### config.mk
export PLATFORM = sky130hd
export DESIGN_NAME = sys_bus_bridge_flat
export DESIGN_NICKNAME = d
export VERILOG_FILES = /design/src/rtl/sys_bus_bridge_if.sv /design/src/rtl/sys_bus_bridge.sv /design/src/flat_wrapper.sv
export SDC_FILE = /design/constraint.sdc
export NUM_CORES = 1
export LEC_CHECK = 0
export CAP_MARGIN = 20
export CORE_MARGIN = 2
export CORE_UTILIZATION = 43
export CTS_BUF_LIST = sky130_fd_sc_hd__clkbuf_8
export DETAILED_ROUTE_END_ITERATION = 12
export GPL_TIMING_DRIVEN = 0
export PLACE_DENSITY = 0.92
export SLEW_MARGIN = 15
export SYNTH_ARGS = -nofsm -noshare
export SYNTH_HDL_FRONTEND = slang
export SYNTH_SLANG_ARGS = --single-unit
### constraint.sdc
create_clock -name CLK_I -period 3.5 [get_ports CLK_I]
set_clock_uncertainty 0.1 [all_clocks]
set_input_delay 0.525 -clock CLK_I [delete_from_list [all_inputs] [get_ports CLK_I]]
set_output_delay 0.525 -clock CLK_I [all_outputs]
set_load 0.005 [all_outputs]
### src/rtl/sys_bus_bridge_if.sv
// CPU-side request/ack signals plus the peripheral register bus (ADD/WE/DAT/BE/IRQ).
// The bridge initiates peripheral cycles, so it takes the master view.
interface sys_bus_bridge_if;
  logic        cpu_req;
  logic        cpu_we;
  logic [31:0] cpu_addr;
  logic [3:0]  cpu_be;
  logic [31:0] cpu_wdata;
  logic        cpu_ack;
  logic        cpu_err;
  logic [31:0] cpu_rdata;
  logic [1:0]  ADD_O;
  logic        WE0_O;
  logic        WE1_O;
  logic [31:0] DAT_O;
  logic [3:0]  BE_O;
  logic [31:0] DAT0_I;
  logic [31:0] DAT1_I;
  logic        IRQ0_I;
  logic        IRQ1_I;
  logic [5:0]  HWINT_O;

  modport master (
    input  cpu_req, cpu_we, cpu_addr, cpu_be, cpu_wdata,
    input  DAT0_I, DAT1_I, IRQ0_I, IRQ1_I,
    output cpu_ack, cpu_err, cpu_rdata,
    output ADD_O, WE0_O, WE1_O, DAT_O, BE_O, HWINT_O
  );

  modport slave (
    output cpu_req, cpu_we, cpu_addr, cpu_be, cpu_wdata,
    output DAT0_I, DAT1_I, IRQ0_I, IRQ1_I,
    input  cpu_ack, cpu_err, cpu_rdata,
    input  ADD_O, WE0_O, WE1_O, DAT_O, BE_O, HWINT_O
  );
endinterface

### src/rtl/sys_bus_bridge.sv
// Single-word CPU load/store bridge onto a two-window peripheral register bus, with IRQ capture.
// Latency: strobe/read one cycle after the request is latched, ack the cycle after (error: ack next cycle).
// Backpressure: CPU holds cpu_req until cpu_ack; requests are sampled only in IDLE.
module sys_bus_bridge #(
  parameter logic [31:0] DEV0_BASE = 32'h0000_7F00,
  parameter logic [31:0] DEV1_BASE = 32'h0000_7F10
) (
  input  logic                  CLK_I,
  input  logic                  RST_I,
  sys_bus_bridge_if.master      bus
);

  localparam logic [1:0] ST_IDLE = 2'd0;
  localparam logic [1:0] ST_WR   = 2'd1;
  localparam logic [1:0] ST_RD   = 2'd2;
  localparam logic [1:0] ST_RESP = 2'd3;

  typedef struct packed {
    logic [1:0]  word;
    logic [3:0]  be;
    logic [31:0] wdata;
    logic        sel1;
  } req_t;

  logic [1:0] state;
  req_t       lat;
  logic       hit0;
  logic       hit1;
  logic       be_ok;
  logic       req_bad;
  logic       unused_addr;

  assign hit0 = (bus.cpu_addr[31:4] == DEV0_BASE[31:4]);
  assign hit1 = (bus.cpu_addr[31:4] == DEV1_BASE[31:4]);
  assign unused_addr = ^bus.cpu_addr[1:0];

  // Only naturally aligned byte, halfword and word lanes are accepted.
  always_comb begin
    be_ok = 1'b0;
    case (bus.cpu_be)
      4'b1111, 4'b0011, 4'b1100,
      4'b0001, 4'b0010, 4'b0100, 4'b1000: be_ok = 1'b1;
      default:                            be_ok = 1'b0;
    endcase
  end

  assign req_bad = !(hit0 || hit1) || !be_ok;

  assign bus.ADD_O = lat.word;
  assign bus.BE_O  = lat.be;
  assign bus.DAT_O = lat.wdata;

  always_ff @(posedge CLK_I) begin
    if (!RST_I) begin
      state         <= ST_IDLE;
      lat           <= '0;
      bus.WE0_O     <= 1'b0;
      bus.WE1_O     <= 1'b0;
      bus.cpu_ack   <= 1'b0;
      bus.cpu_err   <= 1'b0;
      bus.cpu_rdata <= '0;
    end else begin
      bus.WE0_O   <= 1'b0;
      bus.WE1_O   <= 1'b0;
      bus.cpu_ack <= 1'b0;
      bus.cpu_err <= 1'b0;
      case (state)
        ST_IDLE: begin
          if (bus.cpu_req) begin
            lat.word  <= bus.cpu_addr[3:2];
            lat.be    <= bus.cpu_be;
            lat.wdata <= bus.cpu_wdata;
            lat.sel1  <= hit1;
            if (req_bad) begin
              state         <= ST_RESP;
              bus.cpu_ack   <= 1'b1;
              bus.cpu_err   <= 1'b1;
              bus.cpu_rdata <= '0;
            end else if (bus.cpu_we) begin
              state     <= ST_WR;
              bus.WE0_O <= hit0;
              bus.WE1_O <= hit1;
            end else begin
              state <= ST_RD;
            end
          end
        end
        ST_WR: begin
          state         <= ST_RESP;
          bus.cpu_ack   <= 1'b1;
          bus.cpu_rdata <= '0;
        end
        ST_RD: begin
          state         <= ST_RESP;
          bus.cpu_ack   <= 1'b1;
          bus.cpu_rdata <= lat.sel1 ? bus.DAT1_I : bus.DAT0_I;
        end
        default: begin
          state <= ST_IDLE;
        end
      endcase
    end
  end

  // Interrupts bypass the FSM entirely.
  always_ff @(posedge CLK_I) begin
    if (!RST_I) begin
      bus.HWINT_O <= '0;
    end else begin
      bus.HWINT_O <= {4'b0000, bus.IRQ1_I, bus.IRQ0_I};
    end
  end

endmodule

### src/flat_wrapper.sv
// flat-port wrapper written by rule: the top's interface ports become plain ports
module sys_bus_bridge_flat 
#(
  parameter logic [31:0] DEV0_BASE = 32'h0000_7F00,
  parameter logic [31:0] DEV1_BASE = 32'h0000_7F10
)
  (CLK_I, RST_I, bus_cpu_req, bus_cpu_we, bus_cpu_addr, bus_cpu_be, bus_cpu_wdata, bus_DAT0_I, bus_DAT1_I, bus_IRQ0_I, bus_IRQ1_I, bus_cpu_ack, bus_cpu_err, bus_cpu_rdata, bus_ADD_O, bus_WE0_O, bus_WE1_O, bus_DAT_O, bus_BE_O, bus_HWINT_O);
  sys_bus_bridge_if bus_i ();
  input  logic CLK_I;
  input  logic RST_I;
  input wire logic [$bits(bus_i.cpu_req)-1:0] bus_cpu_req;
  input wire logic [$bits(bus_i.cpu_we)-1:0] bus_cpu_we;
  input wire logic [$bits(bus_i.cpu_addr)-1:0] bus_cpu_addr;
  input wire logic [$bits(bus_i.cpu_be)-1:0] bus_cpu_be;
  input wire logic [$bits(bus_i.cpu_wdata)-1:0] bus_cpu_wdata;
  input wire logic [$bits(bus_i.DAT0_I)-1:0] bus_DAT0_I;
  input wire logic [$bits(bus_i.DAT1_I)-1:0] bus_DAT1_I;
  input wire logic [$bits(bus_i.IRQ0_I)-1:0] bus_IRQ0_I;
  input wire logic [$bits(bus_i.IRQ1_I)-1:0] bus_IRQ1_I;
  output wire logic [$bits(bus_i.cpu_ack)-1:0] bus_cpu_ack;
  output wire logic [$bits(bus_i.cpu_err)-1:0] bus_cpu_err;
  output wire logic [$bits(bus_i.cpu_rdata)-1:0] bus_cpu_rdata;
  output wire logic [$bits(bus_i.ADD_O)-1:0] bus_ADD_O;
  output wire logic [$bits(bus_i.WE0_O)-1:0] bus_WE0_O;
  output wire logic [$bits(bus_i.WE1_O)-1:0] bus_WE1_O;
  output wire logic [$bits(bus_i.DAT_O)-1:0] bus_DAT_O;
  output wire logic [$bits(bus_i.BE_O)-1:0] bus_BE_O;
  output wire logic [$bits(bus_i.HWINT_O)-1:0] bus_HWINT_O;
  assign bus_i.cpu_req = bus_cpu_req;
  assign bus_i.cpu_we = bus_cpu_we;
  assign bus_i.cpu_addr = bus_cpu_addr;
  assign bus_i.cpu_be = bus_cpu_be;
  assign bus_i.cpu_wdata = bus_cpu_wdata;
  assign bus_i.DAT0_I = bus_DAT0_I;
  assign bus_i.DAT1_I = bus_DAT1_I;
  assign bus_i.IRQ0_I = bus_IRQ0_I;
  assign bus_i.IRQ1_I = bus_IRQ1_I;
  assign bus_cpu_ack = bus_i.cpu_ack;
  assign bus_cpu_err = bus_i.cpu_err;
  assign bus_cpu_rdata = bus_i.cpu_rdata;
  assign bus_ADD_O = bus_i.ADD_O;
  assign bus_WE0_O = bus_i.WE0_O;
  assign bus_WE1_O = bus_i.WE1_O;
  assign bus_DAT_O = bus_i.DAT_O;
  assign bus_BE_O = bus_i.BE_O;
  assign bus_HWINT_O = bus_i.HWINT_O;
  sys_bus_bridge #(.DEV0_BASE(DEV0_BASE), .DEV1_BASE(DEV1_BASE)) u_core (.CLK_I(CLK_I), .RST_I(RST_I), .bus(bus_i));
endmodule
==> key figures, run 1 <==
Logic synthesis
  – Biggest area consumer among synthesized cells: dfxtp_1
  – FFs w/ async S/R, synth: 0%
  – Synthesized area per cell: just under 9 um2
  – Synth area leaders: dfxtp_1 (41%), nand2_1 (14%), mux2_2 (9.3%)
  – Main combinational cell family by area after synthesis: simple AND/OR/NAND/NOR gates
  – Ys Warns: 0
  – Post-synthesis cell type count: 34
  – Synth Flop Type: dfxtp_1
  – Synthesized cell area: about 4000 um2
  – Xor and xnor area share after synthesis: 0%
  – EDFF count, synth: 0
  – Top cell type's share of synthesized area: roughly two fifths
  – Register area share after synthesis: between 40% and 50%
  – Mapped Cells: approximately 440
  – Seq cells post-synth: between 70 and 80
  – Fraction of synthesized area in multiplexers: between 10% and 20%
  – Compound-cell area share of the yosys netlist: a little under a tenth
  – Post-Synth Adder-Cell Area: 1.28%
  – Synth Area in Simple Gates: roughly 18%

Clock tree
  – Resize count post-CTS: 0
  – Setup bufs post-CTS: 0
  – Sink Count: slightly below 80
  – CTS tree: built
  – Root Driver: clkbuf_8
  – Skew-Pair Late Insertion Delay: about 0.34 ns
  – Clk pin slew, worst setup/hold paths: ~0.080 ns
  – Num CTS Buffers: 9
  – CTS Hold Bufs: 0
  – # H-tree levels: 3
  – Maximum buffer depth of the clock tree: 2

Floorplanning
  – Die X: 99.2 um
  – Rows: 34
  – Initial Utilization: between 40 and 50%
  – Core box area: just under 9000 um2
  – Io pins: around 220
  – Die height: a little under 100 um
  – Die ar.: between 9000 and 10000 um2

Routing
  – Pre-Repair DR Iteration Count: 4
  – Vias/cell: 4.81
  – DRT iter0 DRCs: 46
  – Post-route DRC violation count: 0
  – Detailed Route WL: ~11000 um
  – DR WL/cell: 14.5 um
  – Detail Route Antenna Nets: 0
  – Vias: 3752

Worst hold path
  – Hold endpoint: u_core.bus.BE_O[1]$_SDFFE_PN0P_
  – Min-delay src: u_core.bus.BE_O[1]$_SDFFE_PN0P_
  – Worst Hold Depth: 2
  – Worst hold path type: flip-flop to flip-flop

Worst setup path
  – Worst EP arrival: approximately 2.5 ns
  – Critical Path Fanout Max: 10
  – CP Launch Point: bus_cpu_addr[5]
  – Reg2Reg Setup Slack: about 1.6 ns
  – R2r startpoint: u_core.state[0]$_SDFFE_PN0P_
  – Crit start category: primary input
  – Worst R2R Path Depth: 7
  – Crit path kind: primary input to flip-flop
  – Worst EP required: ~3.7 ns
  – CP Capture Type: flip-flop
  – Worst R2R End: u_core.bus.BE_O[0]$_SDFFE_PN0P_

Global routing
  – Vias in the first global route: approximately 3.8k
  – Total GRT Usage: 22.4%
  – Initial antenna violation count: 0
  – First-pass GRT wire length: ~18000 um
  – Global route overflow: 0
  – Largest net degree at the start of global routing: 14

STA
  – Post-layout min period: roughly 2.3 ns
  – Final Hold Fails: 0
  – Final setup fails: 0
  – Worst-Margin Slew: between 0.5 and 0.6 ns
  – Setup_tns: 0 ns
  – Period utilization: between 60% and 70%
  – Final Slew Violations: 0
  – Max-slew headroom: approximately 64%
  – Max frequency: between 400 and 500 MHz
  – RSZ-0062 raised after global routing: false

Final layout
  – Nets: about 800
  – Layout cells sized above 1: about 15%
  – Synth-to-layout area growth: 63.4%
  – Final core utilization: between 70 and 80%
  – Layout Cells excl Fill: 780
  – Diode count: 0
  – Filler Cell Count: between 600 and 700

Placed design
  – Number of I/O port buffers: around 210
  – RePlAce Congestion: 0.781
  – Post-DP HPWL: roughly 8900 um
  – Placed insts: 765

Power
  – Pleak: ~0.0025 uW
  – Pwr dens: approximately 470 nW/um2
  – Maximum vdd ir drop: 0.000282 V

Flow run
  – Max-cap violations: 0

Run status
  – Status: completed
-- synthesized netlist by cell type, drive strengths merged, types with 2 or more instances --
library cell / instances
a21boi: 39
a21oi: 2
a22o: 2
and2: 5
buf: 49
clkbuf: 22
dfxtp: 79
ha: 4
inv: 4
mux2: 32
mux2i: 33
nand2: 144
nand3: 2
nand4: 2
nor2: 8
nor4: 3
-- where the power goes --
part	total, uW	switching, uW	internal (uW)
clock network	724	328	396
registers	1110	74.7	1030
logic	1170	481	691
total	3000	883	2120
-- cells in the final DEF, fill, tap and decap left out, types with 2 or more instances in the layout --
cell | Yosys | layout
mux2i_1 | 32 | 32
inv_1 | 4 | 4
clkbuf_8 | 0 | 9
nor4_1 | 3 | 3
dfxtp_1 | 79 | 79
clkbuf_1 | 22 | 22
nand3_1 | 2 | 2
conb_1 | 1 | 4
nand2_1 | 144 | 144
buf_4 | 42 | 42
clkinv_2 | 0 | 2
clkdlybuf4s50_1 | 0 | 211
a22o_1 | 2 | 2
buf_2 | 3 | 3
a21boi_1 | 39 | 39
nand4_1 | 2 | 2
mux2_2 | 32 | 32
and2_1 | 5 | 5
nor2_1 | 7 | 7
ha_1 | 4 | 4
buf_12 | 3 | 3
bufinv_16 | 0 | 2
a21oi_1 | 2 | 2
-- worst max-delay path by stage --
stage | endpoint | slack [ns] | cells after the start
finish | u_core.bus.cpu_rdata[3]$_SDFFE_PN0P_ | 1.18 | 8
CTS | u_core.bus.cpu_rdata[19]$_SDFFE_PN0P_ | 1.24 | 8
detailed placement | u_core.bus.cpu_rdata[19]$_SDFFE_PN0P_ | 0.89 | 8
floorplan | u_core.bus.cpu_rdata[0]$_SDFFE_PN0P_ | 1.60 | 7
global placement | u_core.bus.cpu_rdata[2]$_SDFFE_PN0P_ | 0.95 | 8
global route | u_core.bus.cpu_rdata[17]$_SDFFE_PN0P_ | 1.05 | 8
-- registers in the layout, indices dropped and copies added (netlist names) --
signal                cells
u_core.bus.cpu_ack        1
u_core.bus.DAT_O         32
u_core.bus.cpu_err        1
u_core.bus.ADD_O          2
u_core.bus.cpu_rdata     32
u_core.bus.WE0_O          1
u_core.state              2
u_core.bus.HWINT_O        2
u_core.bus.WE1_O          1
u_core.bus.BE_O           4
u_core.lat                1
-- critical path: stages --
cell and delay, ns:
clkdlybuf4s50_1 0.40, nor4b_1 0.38, nand4_1 0.25, nor2_1 0.21, a211o_1 0.20, buf_6 0.16, buf_12 0.15, mux2i_1 0.20
-- per-layer routing --
layer | wire length [um] | track usage (%) | vias up
li1 | - | - | 1853
met1 | 4190 | 23.7 | 1752
met2 | 6110 | 43.8 | 129
met3 | 775 | 5.20 | 18
met4 | 197 | 6.64 | 0
met5 | 0 | 0 | -
-- area by class of cell --
cell class	instances	area (um2)	share of cell area, %
buffer	71	484	7.61
tap	108	135	2.12
multi-input combinational	292	1830	28.7
sequential	79	1580	24.9
clock buffer	9	124	1.95
inverter	4	15.0	0.236
timing repair buffer	211	2110	33.2
clock inverter	6	86.3	1.36
-- cells by family (layout without fill, tap and decap cells) --
logic type | Yosys count | count (layout)
AND/OR/NAND/NOR | 172 | 172
buffers and inverters | 75 | 301
adder cells (fa/ha/maj) | 4 | 4
multiplexers | 65 | 65
flip-flops | 79 | 79
other | 1 | 4
AO/OA/AOI/OAI | 47 | 47
-- metrics by stage --
step	total power, uW	cell area [um2]	hold slack [ns]	setup WS (ns)
global route	3170	6360	0.373	1.05
global placement	2250	6150	0.341	0.953
CTS	3020	6360	0.357	1.24
detailed placement	2300	6150	0.346	0.888
finish	3000	6360	0.358	1.18
floorplan	1760	3910	0.335	1.60
No activity file was read; power rests on OpenSTA's default activity.
==> run 2, diff against run 1 <==
--- a/config.mk
+++ b/config.mk
@@ -7,11 +7,11 @@
 export LEC_CHECK = 0
 export CAP_MARGIN = 20
 export CORE_MARGIN = 2
-export CORE_UTILIZATION = 43
+export CORE_UTILIZATION = 36
 export CTS_BUF_LIST = sky130_fd_sc_hd__clkbuf_8
 export DETAILED_ROUTE_END_ITERATION = 12
 export GPL_TIMING_DRIVEN = 0
-export PLACE_DENSITY = 0.92
+export PLACE_DENSITY = 0.83
 export SLEW_MARGIN = 15
 export SYNTH_ARGS = -nofsm -noshare
 export SYNTH_HDL_FRONTEND = slang
==> constraint.sdc (replaced) <==
create_clock -name CLK_I -period 1.9 [get_ports CLK_I]
set_clock_uncertainty 0.1 [all_clocks]
set_input_delay 0.285 -clock CLK_I [delete_from_list [all_inputs] [get_ports CLK_I]]
set_output_delay 0.285 -clock CLK_I [all_outputs]
set_load 0.005 [all_outputs]
==> run 2 against run 1 <==
  * Die area is 19% higher
  * Combinational power grew 100%
  * Cell area increased by 5.2%
  * Via count is the same
  * Critical path depth down 1
  * Clock power grew 82%
  * Sequential share of layout area fell by 1.2 points
  * Routed wire length increased by 1.9%
  * Highest routed layer unchanged
  * First-iteration DRC count rose to 3.0 times the previous value
  * Total power is 91% higher
  * Largest power group unchanged
  * Largest cell class unchanged
==> key figures, run 2 (synthesis results as in run 1) <==
STA
  – Post-layout min period: ~1.8 ns
  – Final Hold Fails: 0 (unchanged)
  – Setup_tns: 0 ns (unchanged)
  – RSZ-0062 raised after global routing: true
  – Final Slew Violations: 0 (unchanged)
  – Max-slew headroom: 66.0% (+2.1 points)
  – Max frequency: between 500 and 600 MHz
  – Final setup fails: 0 (unchanged)
  – Worst-Margin Slew: 0.510 ns (-0.0320 ns)
  – Period utilization: a little over nine tenths

Routing
  – Detailed Route WL: 11500 um (+1.9%)
  – DRT iter0 DRCs: 136 (+200%)
  – Top layer reached by signal wires: met4
  – Routed met1 length: 4370 um (+4.3%)
  – DR WL/cell: 14.0 um (-3.1%)
  – Met3 wire length: 771 um (-0.52%)
  – Post-route DRC violation count: 0 (unchanged)
  – Vias/cell: 4.58 (-4.9%)
  – Vias: 3752 (unchanged)
  – Pre-Repair DR Iteration Count: 4 (unchanged)
  – Detail Route Antenna Nets: 0 (unchanged)
  – WL met2: 6030 um (-1.3%)

Final layout
  – Synth-to-layout area growth: 71.9%
  – Most frequent cells in the layout: clkdlybuf4s50_1 (193), nand2_1 (144), dfxtp_1 (77)
  – Filler Cell Count: 858 (+29%)
  – Diode count: 0 (unchanged)
  – Layout cells sized above 1: 19.2% (+4.3 points)
  – Most common cell after layout, fill and taps aside: clkdlybuf4s50_1
  – Nets: 822 (+1.5%)
  – Final instance area: 6700 um2 (+5.2%)

Clock tree
  – Num CTS Buffers: 9 (unchanged)
  – Skew-Pair Late Insertion Delay: 0.34 ns (about the same)
  – # H-tree levels: 3 (unchanged)
  – Root Driver: clkbuf_8
  – Sink Count: 79 (unchanged)
  – CTS tree: built
  – Clk pin slew, worst setup/hold paths: 0.08 ns (about the same)
  – CTS Hold Bufs: 0 (unchanged)
  – Maximum buffer depth of the clock tree: 2 (unchanged)

Worst setup path
  – Worst R2R End: u_core.bus.cpu_rdata[5]$_SDFFE_PN0P_
  – Reg2Reg Setup Slack: 0.10 ns (-1.52 ns)
  – Crit start category: primary input
  – Worst EP arrival: 1.98 ns (-0.51 ns)
  – Worst R2R Path Depth: 8 (+1)
  – R2r startpoint: u_core.state[0]$_SDFFE_PN0P_
  – Critical Path Fanout Max: 5 (-5)
  – Worst EP required: 2.04 ns (-1.63 ns)
  – CP Capture Type: flip-flop
  – Crit path kind: primary input to flip-flop

Placed design
  – RePlAce Congestion: 0.768 (-1.7%)
  – Number of I/O port buffers: 211 (unchanged)
  – Post-DP Area: 6190 um2 (+0.57%)
  – Post-DP HPWL: 8660 um (-2.8%)

Floorplanning
  – Die ar.: 11700 um2 (+19%)
  – Core box area: 10400 um2 (+19%)
  – Initial Utilization: 37.4% (-7.1 points)
  – Rows: 37 (+8.8%)
  – Die X: 108 um (+8.9%)
  – Die height: 108 um (+8.9%)
  – Io pins: 218 (unchanged)

Global routing
  – Largest net degree at the start of global routing: 13 (-1)
  – Vias in the first global route: 3773 (-1.3%)
  – Initial antenna violation count: 0 (unchanged)
  – Global route overflow: 0 (unchanged)
  – First-pass GRT wire length: 17500 um (-1.7%)
  – Total GRT Usage: 19.0% (-3.4 points)

Power
  – Maximum vdd ir drop: 0.000427 V (+52%)
  – Pleak: 0.00278 uW (+12%)
  – Pwr dens: 857 nW/um2 (+82%)

Flow run
  – Max-cap violations: 0 (unchanged)

Worst hold path
  – Min-delay src: bus_cpu_be[2]
  – Worst hold path type: primary input to flip-flop
  – Worst Hold Depth: 3 (+1)
  – Hold endpoint: u_core.bus.BE_O[2]$_SDFFE_PN0P_

Run status
  – Status: completed
## run 2: cell types whose count changed in the layout (fill, tap and decap cells not counted), moves of 3 or more
cell,before,now
clkdlybuf4s50_1,211,193
nor4_1,3,0
dlymetal6s2s_1,0,18
buf_4,42,51
clkbuf_2,0,8
clkbuf_16,0,3
clkbuf_1,22,14
## run 2: cell type report
cell class                 instances  area (um2)  area share (%)
multi-input combinational        292        1920            28.7
timing repair buffer             223        2300            34.3
clock buffer                       9         124            1.85
sequential                        79        1580            23.7
inverter                           4        15.0           0.224
clock inverter                     6        80.1            1.20
buffer                            71         503            7.51
tap                              136         170            2.54
## run 2: what timing repair did
action	CTS	global route
buffers inserted	6	3
gates cloned	0	3
setup endpoints to repair	31	68
gates resized for setup	3	51
pin swaps	4	11
## run 2: worst max-delay path, cell delays in order
cell and delay (ns):
clkdlybuf4s50_1 0.45, and4_1 0.18, nand4_1 0.20, buf_4 0.23, a211oi_4 0.30, nand3b_1 0.12
a22o_1 0.21
## run 2: per-stage QoR
stage	cells	total power [uW]	hold WS [ns]	utilization (%)	setup WS (ns)
finish	820	5740	0.156	64.3	0.0588
global route	820	6070	0.159	64.3	-0.0279
global placement	793	4150	0.342	59.4	-0.379
CTS	814	5570	0.360	61.9	0.00190
floorplan	446	3240	0.257	-	0.235
detailed placement	793	4230	0.349	59.4	-0.407
## run 2: how the worst max path moves through the flow
stage	depth (start not counted)	endpoint	start	slack, ns
2_1_floorplan	7	u_core.bus.cpu_rdata[0]$_SDFFE_PN0P_	bus_cpu_be[3]	0.24
3_3_place_gp	8	u_core.bus.cpu_rdata[11]$_SDFFE_PN0P_	bus_cpu_addr[17]	-0.38
3_5_place_dp	8	u_core.bus.cpu_rdata[4]$_SDFFE_PN0P_	bus_cpu_addr[17]	-0.41
4_1_cts	8	u_core.bus.cpu_rdata[4]$_SDFFE_PN0P_	bus_cpu_addr[13]	0.002
5_1_grt	8	u_core.bus.cpu_rdata[13]$_SDFFE_PN0P_	bus_cpu_addr[25]	-0.03
6_report	7	u_core.state[1]$_SDFFE_PN0P_	bus_cpu_addr[11]	0.06
## run 2: metal layers
metal  global-route usage, %  up-vias
met2                    35.0      149
li1                        -     1873
met5                       0        -
met4                    8.24        0
met1                    20.4     1704
met3                    5.06       26
## run 2: power breakdown
group          switching (uW)  total, uW  internal (uW)
logic                     931       2380           1450
clock network             593       1320            722
registers                 136       2040           1910
==> run 3, diff against run 2 <==
--- a/config.mk
+++ b/config.mk
@@ -6,13 +6,14 @@
 export NUM_CORES = 1
 export LEC_CHECK = 0
 export CAP_MARGIN = 20
+export CORE_ASPECT_RATIO = 1.5
 export CORE_MARGIN = 2
 export CORE_UTILIZATION = 36
 export CTS_BUF_LIST = sky130_fd_sc_hd__clkbuf_8
 export DETAILED_ROUTE_END_ITERATION = 12
 export GPL_TIMING_DRIVEN = 0
 export PLACE_DENSITY = 0.83
-export SLEW_MARGIN = 15
+export SLEW_MARGIN = 5
 export SYNTH_ARGS = -nofsm -noshare
 export SYNTH_HDL_FRONTEND = slang
 export SYNTH_SLANG_ARGS = --single-unit
==> constraint.sdc (replaced) <==
create_clock -name CLK_I -period 1.5 [get_ports CLK_I]
set_clock_uncertainty 0.1 [all_clocks]
set_input_delay 0.225 -clock CLK_I [delete_from_list [all_inputs] [get_ports CLK_I]]
set_output_delay 0.225 -clock CLK_I [all_outputs]
set_load 0.005 [all_outputs]
==> run 3 against run 2 <==
  * The flow now finishes with violations (setup timing)
  * Non-clock buffer count up 6
  * Die area up 0.15%
  * Cell count up 1.8%
  * Clock power up 31%
  * Clock-buffer cell count unchanged
  * Global-route usage up 0.36 points
  * First-iteration DRC count down 59%
  * Critical path depth up 2
  * Cell area down 0.37%
  * Routed wire length down 0.51%
  * Largest power group unchanged
  * Highest routed layer unchanged
==> key figures, run 3 (synthesis results as in run 1) <==
Placed design
  – Post-DP HPWL: 8710 um (+0.52%)
  – Place WS: -0.764 ns (-0.357 ns)
  – RePlAce Congestion: 0.798 (+3.9%)
  – Post-DP Area: 6210 um2 (+0.34%)
  – Number of I/O port buffers: 211 (unchanged)

Power
  – Pleak: 0.00304 uW (+9.4%)
  – Pwr dens: 1100 nW/um2 (+28%)
  – Maximum vdd ir drop: 0.000559 V (+31%)

STA
  – Setup_tns: -3.24 ns (-3.24 ns)
  – Post-layout min period: between 1.5 and 2 ns
  – Final Hold Fails: 0 (unchanged)
  – Worst setup margin: -0.172 ns (-0.231 ns)
  – Period utilization: 111%
  – Final setup fails: 35 (+35)
  – RSZ-0062 raised after global routing: true
  – Max frequency: around 600 MHz
  – Final Slew Violations: 0 (unchanged)

Worst hold path
  – Min-delay src: bus_cpu_be[2]
  – Hold endpoint: u_core.bus.BE_O[2]$_SDFFE_PN0P_
  – Worst Hold Depth: 3 (unchanged)
  – Worst hold path type: primary input to flip-flop

Worst setup path
  – Worst R2R Path Depth: 9 (+1)
  – Crit start category: flip-flop
  – Critical-path cell list: inv_2, ha_4, inv_4, a21oi_2, a211o_1, buf_6, buf_6, buf_6, mux2i_1
  – Worst EP required: 1.64 ns (-0.40 ns)
  – Slowest library cell on the worst path: dfxtp_2
  – Worst EP arrival: 1.81 ns (-0.17 ns)
  – Crit path kind: flip-flop to flip-flop
  – CP Capture Type: flip-flop
  – Worst R2R End: u_core.bus.cpu_rdata[29]$_SDFFE_PN0P_
  – Most frequent CP cell: buf_6
  – CP peak stage delay: 0.35 ns (-0.10 ns)
  – Critical Path Fanout Max: 5 (unchanged)
  – CP bufs+invs: 5 (+3)
  – Reg2Reg Setup Slack: -0.17 ns (-0.27 ns)
  – R2r startpoint: u_core.state[0]$_SDFFE_PN0P_
  – CP delay by family, top: buffers and inverters

Routing
  – Pre-Repair DR Iteration Count: 4 (unchanged)
  – Vias/cell: 4.54 (-0.70%)
  – DRT iter0 DRCs: 56 (-59%)
  – DR WL/cell: 13.7 um (-2.3%)
  – Detailed Route WL: 11400 um (-0.51%)
  – Post-route DRC violation count: 0 (unchanged)
  – Vias: 3794 (+1.1%)
  – Detail Route Antenna Nets: 0 (unchanged)

Floorplanning
  – Initial Utilization: 37.0% (-0.41 points)
  – Die height: 131 um (+22%)
  – Io pins: 218 (unchanged)
  – Core box area: 10500 um2 (+1.1%)
  – Rows: 46 (+24%)
  – Die X: 88.9 um (-18%)
  – Die ar.: 11700 um2 (+0.15%)

Clock tree
  – Sink Count: 79 (unchanged)
  – Maximum buffer depth of the clock tree: 2 (unchanged)
  – Skew-Pair Late Insertion Delay: 0.35 ns (about the same)
  – Num CTS Buffers: 9 (unchanged)
  – Clk pin slew, worst setup/hold paths: 0.08 ns (about the same)
  – # H-tree levels: 3 (unchanged)
  – Root Driver: clkbuf_8
  – CTS tree: built

Global routing
  – First-pass GRT wire length: 18000 um (+2.9%)
  – Global route overflow: 0 (unchanged)
  – Initial antenna violation count: 0 (unchanged)
  – Vias in the first global route: 3944 (+4.5%)
  – Total GRT Usage: 19.4% (+0.36 points)
  – Largest net degree at the start of global routing: 15 (+2)

Final layout
  – Most frequent cells in the layout: nand2_1 (144), clkdlybuf4s50_1 (104), dlygate4sd2_1 (89)
  – Layout cells sized above 1: 30.1% (+11 points)
  – Register area: 1630 um2 (+2.8%)
  – Most common cell after layout, fill and taps aside: nand2_1
  – Diode count: 0 (unchanged)
  – Final instance area: 6670 um2 (-0.37%)
  – Multi-input gate area: 1960 um2 (+2.0%)
  – Filler Cell Count: 897 (+4.5%)
  – Final core utilization: 63.3% (-0.95 points)
  – Nets: 828 (+0.73%)
  – Synth-to-layout area growth: 71.2%

Run status
  – Status: finished with violations
  – Violations in the final reports: setup timing

Flow run
  – Max-cap violations: 0 (unchanged)
## run 3: how the worst max path moves through the flow
stage / startpoint / cells past startpoint / end / slack, ns
4_1_cts: u_core.state[0]$_SDFFE_PN0P_ / 9 / u_core.bus.cpu_rdata[29]$_SDFFE_PN0P_ / -0.14
5_1_grt: u_core.state[1]$_SDFFE_PN0P_ / 8 / u_core.bus.cpu_rdata[7]$_SDFFE_PN0P_ / -0.22
3_3_place_gp: bus_cpu_addr[5] / 8 / u_core.bus.cpu_rdata[26]$_SDFFE_PN0P_ / -0.68
2_1_floorplan: bus_cpu_be[3] / 7 / u_core.bus.cpu_rdata[0]$_SDFFE_PN0P_ / -0.02
3_5_place_dp: RST_I / 5 / u_core.bus.cpu_rdata[7]$_SDFFE_PN0P_ / -0.76
6_report: u_core.state[0]$_SDFFE_PN0P_ / 9 / u_core.bus.cpu_rdata[29]$_SDFFE_PN0P_ / -0.17
## run 3: power breakdown
| part | leakage, uW | switching [uW] | internal (uW) | total, uW |
|---|---|---|---|---|
| logic | 0.00228 | 1240 | 1730 | 2980 |
| registers | 0.000659 | 154 | 2450 | 2600 |
| clock network | 0.000105 | 795 | 939 | 1730 |
## run 3: stage by stage
stage | std cells | power [uW] | hold slack, ns
floorplan | 446 | 4130 | 0.197
global placement | 801 | 5290 | 0.342
detailed placement | 801 | 5370 | 0.345
CTS | 834 | 7290 | 0.180
global route | 835 | 7750 | 0.225
finish | 835 | 7310 | 0.222
## run 3: area by class of cell
cell class	count	area share, %
timing repair buffer	232	32.1
multi-input combinational	292	29.3
tap	144	2.70
clock inverter	7	1.46
sequential	79	24.4
inverter	4	0.300
buffer	68	7.84
clock buffer	9	1.86
## run 3: metal layers
metal / global-route usage [%] / wire length [um] / share of wire (%)
met1: 19.4 / 4070 / 36
met2: 36.9 / 6240 / 55
met5: 0 / 0 / 0
met4: 6.80 / 248 / 2.2
met3: 4.96 / 868 / 7.6
## run 3: repair_timing
item	4_1_cts	5_1_grt
endpoints found under the setup margin	155	52
hold buffers	0	0
gates cloned	1	0
gates resized for setup	211	39
setup buffers	19	4
pin swaps	20	22
## run 3: tightest hold or removal path: cells and delay by family
| kind | cells | cell delay [ns] |
|---|---|---|
| simple gates | 1 | 0.07 |
| compound gates | 1 | 0.05 |
| buf+inv | 1 | 0.28 |
